## config.mk

```make
export PLATFORM = sky130hd
export DESIGN_NAME = alu_seq_reader
export DESIGN_NICKNAME = d
export VERILOG_FILES = /design/src/rtl/alu_seq_reader.sv
export SDC_FILE = /design/constraint.sdc
export NUM_CORES = 1
export LEC_CHECK = 0
export BUFFER_PORTS_ARGS = -buffer_cell sky130_fd_sc_hd__buf_2
export CAP_MARGIN = 0
export CORE_MARGIN = 2
export CORE_UTILIZATION = 50
export DETAILED_ROUTE_END_ITERATION = 16
export PLACE_DENSITY = 0.69
export SKIP_LAST_GASP = 1
export SYNTH_ARGS = -nofsm -noshare
export SYNTH_HDL_FRONTEND = slang
export SYNTH_SLANG_ARGS = --single-unit
```

## constraint.sdc

```tcl
create_clock -name clk -period 2.7 [get_ports clk]
set_input_delay 0.405 -clock clk [delete_from_list [all_inputs] [get_ports clk]]
set_output_delay 0.405 -clock clk [all_outputs]
set_load 0.005 [all_outputs]
```

## src/rtl/alu_seq_reader.sv

```systemverilog
// Sequential calculator ALU: samples operands and op on a start pulse in IDLE,
// finishes add/sub in one cycle and mul/div in W cycles; results held until the next op.
module alu_seq_reader #(
  parameter int W = 4
) (
  input  logic           clk,
  input  logic           reset,
  input  logic           start,
  input  logic [1:0]     op,
  input  logic [W-1:0]   a,
  input  logic [W-1:0]   b,
  output logic           busy,
  output logic           done,
  output logic [2*W-1:0] result,
  output logic [W-1:0]   remainder,
  output logic           carry,
  output logic           neg,
  output logic           div_by_zero
);

  localparam int CW = (W > 1) ? $clog2(W) : 1;

  localparam logic [1:0] OP_ADD = 2'b00;
  localparam logic [1:0] OP_SUB = 2'b01;
  localparam logic [1:0] OP_MUL = 2'b10;
  localparam logic [1:0] OP_DIV = 2'b11;

  typedef enum logic [1:0] {
    IDLE = 2'b00,
    EXEC = 2'b01,
    DONE = 2'b10
  } state_t;

  state_t         state_q, state_d;
  logic [CW-1:0]  count_q, count_d;
  logic [W-1:0]   a_q, a_d;
  logic [W-1:0]   b_q, b_d;
  logic [1:0]     op_q, op_d;
  logic [2*W-1:0] acc_q, acc_d;
  logic [2*W-1:0] mcand_q, mcand_d;
  // Multiplier for mul; dividend shifting out / quotient shifting in for div.
  logic [W-1:0]   mplier_q, mplier_d;
  logic [W:0]     rem_q, rem_d;
  logic [2*W-1:0] result_q, result_d;
  logic [W-1:0]   remainder_q, remainder_d;
  logic           carry_q, carry_d;
  logic           neg_q, neg_d;
  logic           dbz_q, dbz_d;

  logic [W:0]     sum;
  logic           a_lt_b;
  logic [W-1:0]   diff;
  logic [2*W-1:0] acc_step;
  logic [W:0]     shifted;
  logic [W:0]     trial;
  logic           q_bit;
  logic [W:0]     rem_step;
  logic [W:0]     quo_shift;
  logic           last_step;

  always_comb begin
    sum       = {1'b0, a_q} + {1'b0, b_q};
    a_lt_b    = (a_q < b_q);
    diff      = a_lt_b ? (b_q - a_q) : (a_q - b_q);
    acc_step  = mplier_q[0] ? (acc_q + mcand_q) : acc_q;
    shifted   = {rem_q[W-1:0], mplier_q[W-1]};
    // Partial remainder stays below b, so bit W of the trial is a clean borrow.
    trial     = shifted - {1'b0, b_q};
    q_bit     = ~trial[W];
    rem_step  = q_bit ? trial : shifted;
    quo_shift = {mplier_q, q_bit};
    last_step = (count_q == CW'(W - 1));
  end

  always_comb begin
    state_d     = state_q;
    count_d     = count_q;
    a_d         = a_q;
    b_d         = b_q;
    op_d        = op_q;
    acc_d       = acc_q;
    mcand_d     = mcand_q;
    mplier_d    = mplier_q;
    rem_d       = rem_q;
    result_d    = result_q;
    remainder_d = remainder_q;
    carry_d     = carry_q;
    neg_d       = neg_q;
    dbz_d       = dbz_q;

    case (state_q)
      IDLE: begin
        if (start) begin
          a_d              = a;
          b_d              = b;
          op_d             = op;
          count_d          = '0;
          acc_d            = '0;
          rem_d            = '0;
          mcand_d          = '0;
          mcand_d[W-1:0]   = a;
          mplier_d         = (op == OP_DIV) ? a : b;
          state_d          = EXEC;
        end
      end

      EXEC: begin
        case (op_q)
          OP_ADD: begin
            state_d        = DONE;
            result_d       = '0;
            result_d[W:0]  = sum;
            remainder_d    = '0;
            carry_d        = sum[W];
            neg_d          = 1'b0;
            dbz_d          = 1'b0;
          end
          OP_SUB: begin
            state_d          = DONE;
            result_d         = '0;
            result_d[W-1:0]  = diff;
            remainder_d      = '0;
            carry_d          = 1'b0;
            neg_d            = a_lt_b;
            dbz_d            = 1'b0;
          end
          OP_MUL: begin
            acc_d    = acc_step;
            mcand_d  = mcand_q << 1;
            mplier_d = mplier_q >> 1;
            count_d  = count_q + CW'(1);
            if (last_step) begin
              state_d     = DONE;
              result_d    = acc_step;
              remainder_d = '0;
              carry_d     = 1'b0;
              neg_d       = 1'b0;
              dbz_d       = 1'b0;
            end
          end
          default: begin
            if (b_q == '0) begin
              state_d     = DONE;
              result_d    = '0;
              remainder_d = '0;
              carry_d     = 1'b0;
              neg_d       = 1'b0;
              dbz_d       = 1'b1;
            end else begin
              rem_d    = rem_step;
              mplier_d = quo_shift[W-1:0];
              count_d  = count_q + CW'(1);
              if (last_step) begin
                state_d          = DONE;
                result_d         = '0;
                result_d[W-1:0]  = quo_shift[W-1:0];
                remainder_d      = rem_step[W-1:0];
                carry_d          = 1'b0;
                neg_d            = 1'b0;
                dbz_d            = 1'b0;
              end
            end
          end
        endcase
      end

      DONE: begin
        state_d = IDLE;
      end

      default: begin
        state_d = IDLE;
      end
    endcase
  end

  always_ff @(posedge clk or posedge reset) begin
    if (reset) begin
      state_q     <= IDLE;
      count_q     <= '0;
      a_q         <= '0;
      b_q         <= '0;
      op_q        <= '0;
      acc_q       <= '0;
      mcand_q     <= '0;
      mplier_q    <= '0;
      rem_q       <= '0;
      result_q    <= '0;
      remainder_q <= '0;
      carry_q     <= 1'b0;
      neg_q       <= 1'b0;
      dbz_q       <= 1'b0;
    end else begin
      state_q     <= state_d;
      count_q     <= count_d;
      a_q         <= a_d;
      b_q         <= b_d;
      op_q        <= op_d;
      acc_q       <= acc_d;
      mcand_q     <= mcand_d;
      mplier_q    <= mplier_d;
      rem_q       <= rem_d;
      result_q    <= result_d;
      remainder_q <= remainder_d;
      carry_q     <= carry_d;
      neg_q       <= neg_d;
      dbz_q       <= dbz_d;
    end
  end

  assign busy        = (state_q != IDLE);
  assign done        = (state_q == DONE);
  assign result      = result_q;
  assign remainder   = remainder_q;
  assign carry       = carry_q;
  assign neg         = neg_q;
  assign div_by_zero = dbz_q;

endmodule

```

# Yosys cells after proc, flatten, opt, wreduce, memory -nomap -nowiden
# Index checks and enable logic that the tools add are counted.
[totals]
ff_bits = 53
wordCells = 94
[op_classes]
addsub = 6
magnitude_cmp = 1
n_eq_ne = 13
muxes = 44
bitwise = 1
n_reduce_logical = 15
[ops]
columns = ["operator", "count"]
rows = [
  ["8-bit 2-to-1 mux", 8],
  ["4-bit 2-to-1 mux", 11],
  ["4-bit case mux with 2 select lines", 4],
  ["8-bit case mux with 2 select lines", 2],
  ["8-bit case mux with 3 select lines", 1],
  ["2-bit case mux with 2 select lines", 4],
  ["2-bit != test, second input constant", 6],
  ["2-bit 2-to-1 mux", 5],
  ["3-bit AND reduction", 3],
  ["8-bit adder", 1],
  ["2-bit == test, second input constant", 4],
  ["4-bit AND reduction", 2],
  ["4-bit subtractor", 2],
  ["1-bit 2-to-1 mux", 6],
  ["1-bit case mux with 3 select lines", 2],
  ["4-bit by 4-bit adder with 5-bit output", 1],
  ["5-bit by 4-bit subtractor with 5-bit output", 1],
  ["2-bit by 1-bit == test with 1-bit output, second input constant", 2],
  ["2-bit zero test", 2],
  ["4-bit zero test", 1],
  ["4-bit < comparator", 1],
  ["2-bit nonzero test", 2],
  ["4-bit nonzero test", 1],
  ["3-bit != test, second input constant", 1],
  ["7 further kinds", 7],
]

# Depth between registers and ports, before layout
# Gate-level depths: netlist of run 1.
[logic_depth]
word_depth = 5
depth_mapped = 9

# Worst setup path before layout of run 1
# Ideal clock, no wire load.
[synth_timing]
path_type = "register to register"
from = "register b_q[1]"
to = "register rem_q[0]"
arrival_time_ns = 2.208
setup_slack_ns = 0.409
path_stages_with_launch = 8
path_buffers = 0
path_cell_list = "dfrtp_1 -> inv_1 -> fa_1 -> a21o_1 -> a21oi_1 -> xnor2_1 -> mux2_2 -> o21ai_0"
[synth_via]
elab_chain_cells = 5
elab_cells_between_ends = 8
classes_between = "add/sub (1); eq/ne (1); mux (4); reduce/logical (2)"
[synth_rtl]
columns = ["element", "line_no", "source"]
rows = [
  ["from (decl)", "37", "logic [W-1:0] b_q, b_d;"],
  ["from (signal assigned)", "182", "b_q <= '0;"],
  ["from (signal assigned)", "197", "b_q <= b_d;"],
  ["5-bit by 4-bit subtractor with 5-bit output", "68", "trial = shifted - {1'b0, b_q};"],
  ["4-bit 2-to-1 mux", "70", "rem_step = q_bit ? trial : shifted;"],
  ["4-bit 2-to-1 mux", "142", "if (b_q == '0) begin"],
  ["4-bit 2-to-1 mux", "108", "case (op_q)"],
  ["4-bit case mux with 2 select lines", "91", "case (state_q)"],
  ["to (signal assigned)", "202", "rem_q <= rem_d;"],
  ["to (decl)", "43", "logic [W:0] rem_q, rem_d;"],
]
# Parallel ways exist; a longest one is shown, timed or not. The select of a mux whose other input is x is not followed.
# A chain may end at the register's enable or synchronous reset.

# Final worst setup path of run 1
[layout_timing]
from = "register b_q[1]"
to = "register remainder_q[0] (netlist: remainder[0])"
[layout_via]
elab_chain_cells = 5
elab_cells_between_ends = 8
classes_between = "add/sub (1); mux (4); reduce/logical (3)"
[layout_rtl]
columns = ["element", "line_no", "source"]
rows = [
  ["5-bit by 4-bit subtractor with 5-bit output", "68", ""],
  ["4-bit 2-to-1 mux", "70", ""],
  ["4-bit 2-to-1 mux", "153", "if (last_step) begin"],
  ["4-bit 2-to-1 mux", "142", ""],
  ["4-bit case mux with 2 select lines", "108", ""],
  ["to (signal assigned)", "204", "remainder_q <= remainder_d;"],
  ["to (decl)", "45", "logic [W-1:0] remainder_q, remainder_d;"],
]
# Parallel ways exist; a longest one is shown, timed or not. The select of a mux whose other input is x is not followed.

==> results of run 1 <==
## sequential cells by signal (all words and copies together) (netlist names), 2 cells and up
name / flops
rem_q: 4
op_q: 2
acc_q: 8
result: 8
state_q: 2
remainder: 4
count_q: 2
mcand_q: 8
a_q: 4
b_q: 4
mplier_q: 4
## layout make-up
class                           count  area, um^2
Timing Repair Buffer               36         198
Inverter                           23        86.3
Tap cell                           77        96.3
Clock buffer                        7        86.3
Fill cell                         577        2720
Sequential cell                    53        1330
Clock inverter                      1        30.0
Multi-Input combinational cell    272        1880
## cell usage in the layout (no fill, tap or decap), types with 2 or more instances in the layout
cell,instances
sky130_fd_sc_hd__a32oi_1,2
sky130_fd_sc_hd__o31ai_1,2
sky130_fd_sc_hd__o211a_1,2
sky130_fd_sc_hd__fa_1,5
sky130_fd_sc_hd__a32o_1,6
sky130_fd_sc_hd__o21a_1,5
sky130_fd_sc_hd__a211oi_1,4
sky130_fd_sc_hd__nor4_1,3
sky130_fd_sc_hd__a21o_1,5
sky130_fd_sc_hd__o22ai_1,4
sky130_fd_sc_hd__a22o_1,4
sky130_fd_sc_hd__buf_4,7
sky130_fd_sc_hd__xor2_1,3
sky130_fd_sc_hd__ha_1,23
sky130_fd_sc_hd__mux2i_1,10
sky130_fd_sc_hd__mux2_2,2
sky130_fd_sc_hd__xnor2_1,6
sky130_fd_sc_hd__dfrtp_1,53
sky130_fd_sc_hd__clkbuf_8,6
sky130_fd_sc_hd__a21oi_1,20
sky130_fd_sc_hd__nand3_1,14
sky130_fd_sc_hd__inv_1,21
sky130_fd_sc_hd__and3_1,3
sky130_fd_sc_hd__o211ai_1,5
sky130_fd_sc_hd__nor2_1,20
sky130_fd_sc_hd__buf_2,29
sky130_fd_sc_hd__or2_2,2
sky130_fd_sc_hd__o21ai_0,32
sky130_fd_sc_hd__nor3_1,4
sky130_fd_sc_hd__nand2b_1,3
sky130_fd_sc_hd__nand2_1,47
sky130_fd_sc_hd__nand3b_1,2
sky130_fd_sc_hd__nor2b_1,7
## power by group through the flow
stage	Clock, mW	Combinational (mW)	Sequential [mW]
after floorplan	0	1.96	1.28
after global placement	0	2.49	1.37
after detailed placement	0	2.52	1.39
after CTS	0.572	2.54	1.37
after global routing	0.605	2.86	1.42
final	0.566	2.57	1.37
## path summary, 6_finish.rpt
check                                                 to  slack, ps  cells after the start
worst max-delay path            remainder[0]$_DFFE_PP0P_        180                      7
worst min-delay path               result[2]$_DFFE_PP0P_         80                      2
worst max register to register  remainder[0]$_DFFE_PP0P_        180                      7
worst min register to register         carry$_DFFE_PP0P_        480                      1
max in group asynchronous           acc_q[0]$_DFFE_PP0P_       1990                      3
min in group clk                      b_q[2]$_DFFE_PP0P_        310                      3
## cell families after synthesis
| group | Yosys count | synth area share (%) |
|---|---|---|
| AOI/OAI and AO/OA | 107 | 21.4 |
| xor gates and xnor gates | 9 | 2.35 |
| adders and majority gates | 28 | 11.6 |
| buffers and inverters | 36 | 4.40 |
| DFF | 53 | 39.6 |
| muxes | 12 | 3.66 |
| and+or+nand+nor | 116 | 17.1 |
## metrics by stage
stage	total power [mW]	instance area, um^2
2_1_floorplan	3.24	3350
3_3_place_gp	3.86	3580
3_5_place_dp	3.91	3580
4_1_cts	4.48	3700
5_1_grt	4.89	3700
6_report	4.51	3700
## per-layer routing
metal	GRT usage, %	vias to the layer above	wire [um]
met4	6.93	0	112
li1	-	1353	-
met2	36.3	95	3660
met5	0	-	0
met3	4.43	10	429
met1	33.5	1379	3860
## worst max-delay path: stages, from the launching register on
cell	delay (ps)
sky130_fd_sc_hd__dfrtp_1	480
sky130_fd_sc_hd__inv_1	210
sky130_fd_sc_hd__fa_1	490
sky130_fd_sc_hd__a21o_1	170
sky130_fd_sc_hd__a21oi_1	180
sky130_fd_sc_hd__xnor2_1	350
sky130_fd_sc_hd__mux2_2	420
sky130_fd_sc_hd__o21ai_0	140
==> impl_summary.log, run 1 <==
INFO  metric criticalPathCategory = reg2reg
INFO  metric detailedPlacementHpwl = 6080 um
INFO  metric dr.pass1.iters = 13
INFO  metric die_h = 85.9 um
INFO  metric synth_most_common_cell = sky130_fd_sc_hd__dfrtp_1
INFO  metric cts_tree = built
INFO  metric synth_cells = 361
INFO  metric synth_enable_flop_cells = 0
INFO  metric grt_first_pass_wirelength = 13600 um
INFO  metric syn_nets = 402
INFO  metric cts_sink_cnt = 53
INFO  metric number_of_drc_violations_after_detailed_routing = 1
INFO  metric initial_utilization = 52.2%
INFO  metric maxCapViolCount = 0
INFO  metric antenna_violating_nets_post_route = 0
INFO  metric power_leakage = 1.78 nW
INFO  metric period_minus_slack = 2520 ps
INFO  metric vias_in_the_first_global_route = 2769
INFO  metric drtIter0Drc = 246
INFO  metric syn_avg_cell_area = 9.29 um^2
INFO  metric io_buffer_count = 29
INFO  metric p_comb_share = 56.9%
INFO  metric final_core_utilization = 57.6%
INFO  metric finish.net_count = 432
INFO  metric worst-endpoint-required = 2930 ps
INFO  metric switching_share = 45.7%
INFO  metric clock_power_share = 12.6%
INFO  metric report.final.slew_viol_count = 0
INFO  metric yosysSeqAreaShare = 39.6%
INFO  metric holdWs = 78.8 ps
INFO  metric grt_start_max_net_pins = 22
INFO  metric place.detailed.instances = 461
INFO  metric violations = DRC
INFO  metric setup_viol = 0
INFO  metric antennaDiodeCount = 0
INFO  metric maxSlewHeadroom = 47.0%
INFO  metric ys_top_cells_by_count = sky130_fd_sc_hd__dfrtp_1 (53), sky130_fd_sc_hd__nand2_1 (47), sky130_fd_sc_hd__o21ai_0 (32)
INFO  metric globalRoute.totalOverflow = 0
INFO  metric final_skew = 11.0 ps
INFO  metric grt_util_all_layers = 23.4%
INFO  metric worst-endpoint-arrival = 2750 ps
INFO  metric synth_cell_type_count = 61
INFO  metric worst_slew_pin_slew = 795 ps
INFO  metric fmax = 0.397 GHz
INFO  metric die-area = 7370 um^2
INFO  metric postCtsHoldBufs = 0
INFO  metric final_layout_size_suffix_gt1_share = 14.3%
INFO  metric cts_setup_buffers = 0
INFO  metric io_pins = 30
INFO  metric fp.coreArea = 6420 um^2
INFO  metric cts_buffers = 5
INFO  metric postSynth.asyncResetShare = 100%
INFO  metric synth_top_area_share = 39.6%
INFO  metric worst_slack = 183 ps
INFO  metric placementRows = 29
INFO  metric htree_num_levels = 2
INFO  metric post_drt_via_cell_ratio = 6.05
INFO  metric synth_top_cell_by_area = sky130_fd_sc_hd__dfrtp_1
INFO  metric finalWirelength = 8060 um
INFO  metric clk_latency = 310 ps
INFO  metric startpoint_of_the_worst_register_to_register_path = b_q[1]$_DFFE_PP0P_
INFO  metric vias = 2837
INFO  metric fin_crit_sh = 93.2%
INFO  metric p_seq_share = 30.5%
INFO  metric dp_worst_setup_slack = 193 ps
INFO  metric area_growth_syn_to_layout = 10.4%
INFO  metric post_cts_resize_count = 0
INFO  metric die_x = 85.9 um
INFO  metric min_path_type = in2async
INFO  metric yosys_warnings = 0
INFO  metric grt_antenna_before_repair = 0
INFO  metric synthTopCellsByArea = sky130_fd_sc_hd__dfrtp_1 (40%), sky130_fd_sc_hd__ha_1 (8.6%), sky130_fd_sc_hd__nand2_1 (5.3%)
INFO  metric hold_violations = 0
INFO  metric cp-start-kind = flip-flop
INFO  metric yosys_most_used_dff = sky130_fd_sc_hd__dfrtp_1
INFO  metric rsz0062_at_grt = false
INFO  metric cts.root.buffer_cell = sky130_fd_sc_hd__clkbuf_8
INFO  metric power_report.internal_total = 2.45 mW
INFO  metric largest_fanout_of_any_net_on_the_critical_path = 8
INFO  metric run_status = finished with violations
INFO  metric drt-wirelength-per-cell = 17.2 um
INFO  metric setup_tns = 0 ps
INFO  metric syn_area = 3350 um^2
INFO  metric instances_no_fill = 469
INFO  metric synth_seq_cells = 53
INFO  metric power.density = 1220 nW/um^2
INFO  metric worst_setup_hold_path_clk_slew = 100 ps
INFO  metric cts_max_path_buffers = 2
INFO  metric finalWeightedCongestion = 0.876
INFO  metric net-switching-power = 2.06 mW
INFO  metric timing.critical_path.to_type = flip-flop
INFO  metric vdd.ir_drop.worst = 0.000627 V
INFO  metric critical_path.startpoint = b_q[1]$_DFFE_PP0P_
Note: power is estimated with default switching activity, not from simulation.
==> run 2: changes to the inputs <==
--- a/config.mk
+++ b/config.mk
@@ -8,9 +8,9 @@
 export BUFFER_PORTS_ARGS = -buffer_cell sky130_fd_sc_hd__buf_2
 export CAP_MARGIN = 0
 export CORE_MARGIN = 2
-export CORE_UTILIZATION = 50
+export CORE_UTILIZATION = 60
 export DETAILED_ROUTE_END_ITERATION = 16
-export PLACE_DENSITY = 0.69
+export PLACE_DENSITY_LB_ADDON = 0.05
 export SKIP_LAST_GASP = 1
 export SYNTH_ARGS = -nofsm -noshare
 export SYNTH_HDL_FRONTEND = slang
==> run 2 against run 1 <==
  * The flow now finishes without violations
  * Combinational power down 2%
  * Worst hold slack better by 160 ps
  * Flip-flop and latch count is the same
  * Clock skew is 2.2 ps lower
  * Highest routed layer unchanged
==> impl_summary.log, run 2 (synthesis results as in run 1) <==
INFO  metric worstPathCellList = inv_1, fa_1, a21o_1, a21oi_2, mux2i_1, a2111oi_0, a2111o_1 (was inv_1, fa_1, a21o_1, a21oi_1, xnor2_1, mux2_2, o21ai_0)
INFO  metric grt_first_pass_wirelength = 13100 um (was 13600 um)
INFO  metric setup_viol = 0 (unchanged)
INFO  metric antenna_violating_nets_post_route = 0 (unchanged)
INFO  metric placementRows = 27 (was 29)
INFO  metric cpLargestDelayFamily = compound AO/OA/AOI/OAI gates (was adder cells)
INFO  metric grt_start_max_net_pins = 38 (was 22)
INFO  metric mostFrequentLayoutCell = sky130_fd_sc_hd__dfrtp_1 (unchanged)
INFO  metric post_drt_via_cell_ratio = 6.01 (was 6.05)
INFO  metric final_layout_size_suffix_gt1_share = 14.1% (was 14.3%)
INFO  metric mostFrequentLayoutCells = sky130_fd_sc_hd__dfrtp_1 (53), sky130_fd_sc_hd__nand2_1 (47), sky130_fd_sc_hd__o21ai_0 (32), sky130_fd_sc_hd__buf_2 (29), sky130_fd_sc_hd__ha_1 (23) (unchanged)
INFO  metric fp.coreArea = 5440 um^2 (was 6420 um^2)
INFO  metric die-area = 6200 um^2 (was 7370 um^2)
INFO  metric cts.root.buffer_cell = sky130_fd_sc_hd__clkbuf_8 (unchanged)
INFO  metric antennaDiodeCount = 0 (unchanged)
INFO  metric cts_sink_cnt = 53 (unchanged)
INFO  metric placement.cell_area = 3560 um^2 (was 3580 um^2)
INFO  metric drt-wirelength-per-cell = 16.9 um (was 17.2 um)
INFO  metric totalPowerFinal = 4.46 mW (was 4.51 mW)
INFO  metric setup_tns = 0 ps (unchanged)
INFO  metric timing.critical_path.to_type = flip-flop (unchanged)
INFO  metric cts_buffers = 5 (unchanged)
INFO  metric critical_path_cell_count = 7 (unchanged)
INFO  metric crit_path_top_delay_cell = sky130_fd_sc_hd__fa_1 (unchanged)
INFO  metric vias = 2775 (was 2837)
INFO  metric fin_crit_sh = 91.2% (was 93.2%)
INFO  metric final_area = 3690 um^2 (was 3700 um^2)
INFO  metric maxSlewHeadroom = 46.4% (was 47.0%)
INFO  metric worst-endpoint-arrival = 2660 ps (was 2750 ps)
INFO  metric vias_in_the_first_global_route = 2666 (was 2769)
INFO  metric power_leakage = 1.78 nW (about the same)
INFO  metric worst_slew_pin_slew = 802 ps (was 795 ps)
INFO  metric io_pins = 30 (unchanged)
INFO  metric maxCapViolCount = 0 (unchanged)
INFO  metric die_h = 78.7 um (was 85.9 um)
INFO  metric globalRoute.totalOverflow = 0 (unchanged)
INFO  metric criticalPathCategory = reg2reg (unchanged)
INFO  metric finalWeightedCongestion = 0.857 (was 0.876)
INFO  metric finish.net_count = 430 (was 432)
INFO  metric worst_setup_hold_path_clk_slew = 100 ps (about the same)
INFO  metric clk_latency = 310 ps (about the same)
INFO  metric final_skew = 8.79 ps (was 11.0 ps)
INFO  metric vdd.ir_drop.worst = 0.000635 V (was 0.000627 V)
INFO  metric report.final.slew_viol_count = 0 (unchanged)
INFO  metric htree_num_levels = 2 (unchanged)
INFO  metric fmax = 0.406 GHz (was 0.397 GHz)
INFO  metric slowest_delay = 500 ps (was 490 ps)
INFO  metric area_growth_syn_to_layout = 10.0% (was 10.4%)
INFO  metric initial_utilization = 61.6% (was 52.2%)
INFO  metric worst_r2r_path_depth = 7 (unchanged)
INFO  metric run_status = finished clean (was finished with violations)
INFO  metric hold_violations = 0 (unchanged)
INFO  metric drtIter0Drc = 169 (was 246)
INFO  metric grt_antenna_before_repair = 0 (unchanged)
INFO  metric power.density = 1210 nW/um^2 (was 1220 nW/um^2)
INFO  metric cp-start-kind = flip-flop (unchanged)
INFO  metric grt_util_all_layers = 27.4% (was 23.4%)
INFO  metric cts_max_path_buffers = 2 (unchanged)
INFO  metric number_of_drc_violations_after_detailed_routing = 0 (was 1)
INFO  metric detailedPlacementHpwl = 5860 um (was 6080 um)
INFO  metric rsz0062_at_grt = false (unchanged)
INFO  metric finalWirelength = 7810 um (was 8060 um)
INFO  metric period_minus_slack = 2460 ps (was 2520 ps)
INFO  metric io_buffer_count = 29 (unchanged)
INFO  metric critical_path_buf_inv_count = 1 (unchanged)
INFO  metric worst-endpoint-required = 2900 ps (was 2930 ps)
INFO  metric largest_fanout_of_any_net_on_the_critical_path = 6 (was 8)
INFO  metric min_path_type = in2async (unchanged)
INFO  metric cts_tree = built (unchanged)
INFO  metric cts_setup_buffers = 0 (unchanged)
INFO  metric die_x = 78.7 um (was 85.9 um)
INFO  metric dr.pass1.iters = 5 (was 13)
[run 2: final cells by class]
cell class / instances / area [um^2]
fillers: 445 / 1750
clock buffers: 7 / 86.3
repair buffers: 34 / 183
multi-input cells: 272 / 1890
flip-flops and latches: 53 / 1330
clock inverters: 1 / 30.0
well taps: 72 / 90.1
inverters: 23 / 86.3
[run 2: metrics by stage]
| stage | hold WS, ps | cells | utilization, % | worst slack [ps] |
|---|---|---|---|---|
| CTS | 283 | 462 | 67.7 | 173 |
| floorplan | 454 | 361 | - | 409 |
| global placement | 454 | 454 | 65.5 | 258 |
| finish | 237 | 462 | 67.8 | 239 |
| detailed placement | 461 | 454 | 65.5 | 164 |
| global route | 323 | 462 | 67.8 | 0.489 |
[run 2: worst paths after layout]
kind | start | end | slack, ps
min reg2reg | carry$_DFFE_PP0P_ | carry$_DFFE_PP0P_ | 480
max in group asynchronous | reset | rem_q[3]$_DFFE_PP0P_ | 1820
max | b_q[1]$_DFFE_PP0P_ | result[1]$_DFFE_PP0P_ | 240
min in group clk | b[3] | b_q[3]$_DFFE_PP0P_ | 320
max reg2reg | b_q[1]$_DFFE_PP0P_ | result[1]$_DFFE_PP0P_ | 240
min | reset | result[7]$_DFFE_PP0P_ | 240
[run 2: per-layer routing]
layer	GRT usage [%]	part of all wire, %	vias up	routed length, um
li1	-	-	1353	-
met1	41.0	48	1335	3730
met2	41.5	45	77	3510
met3	4.77	5.7	10	446
met4	7.37	1.5	0	117
met5	0	0	-	0
[run 2: power breakdown]
group | internal, mW | leakage, nW | switching (mW)
Combinational | 1.07 | 1.03 | 1.43
Clock | 0.303 | 0.0585 | 0.264
Sequential | 1.06 | 0.691 | 0.330
[run 2: timing repair]
item	in CTS	in global routing
hold buffers	0	0
resized for setup	0	1
endpoints found under the setup margin	0	2
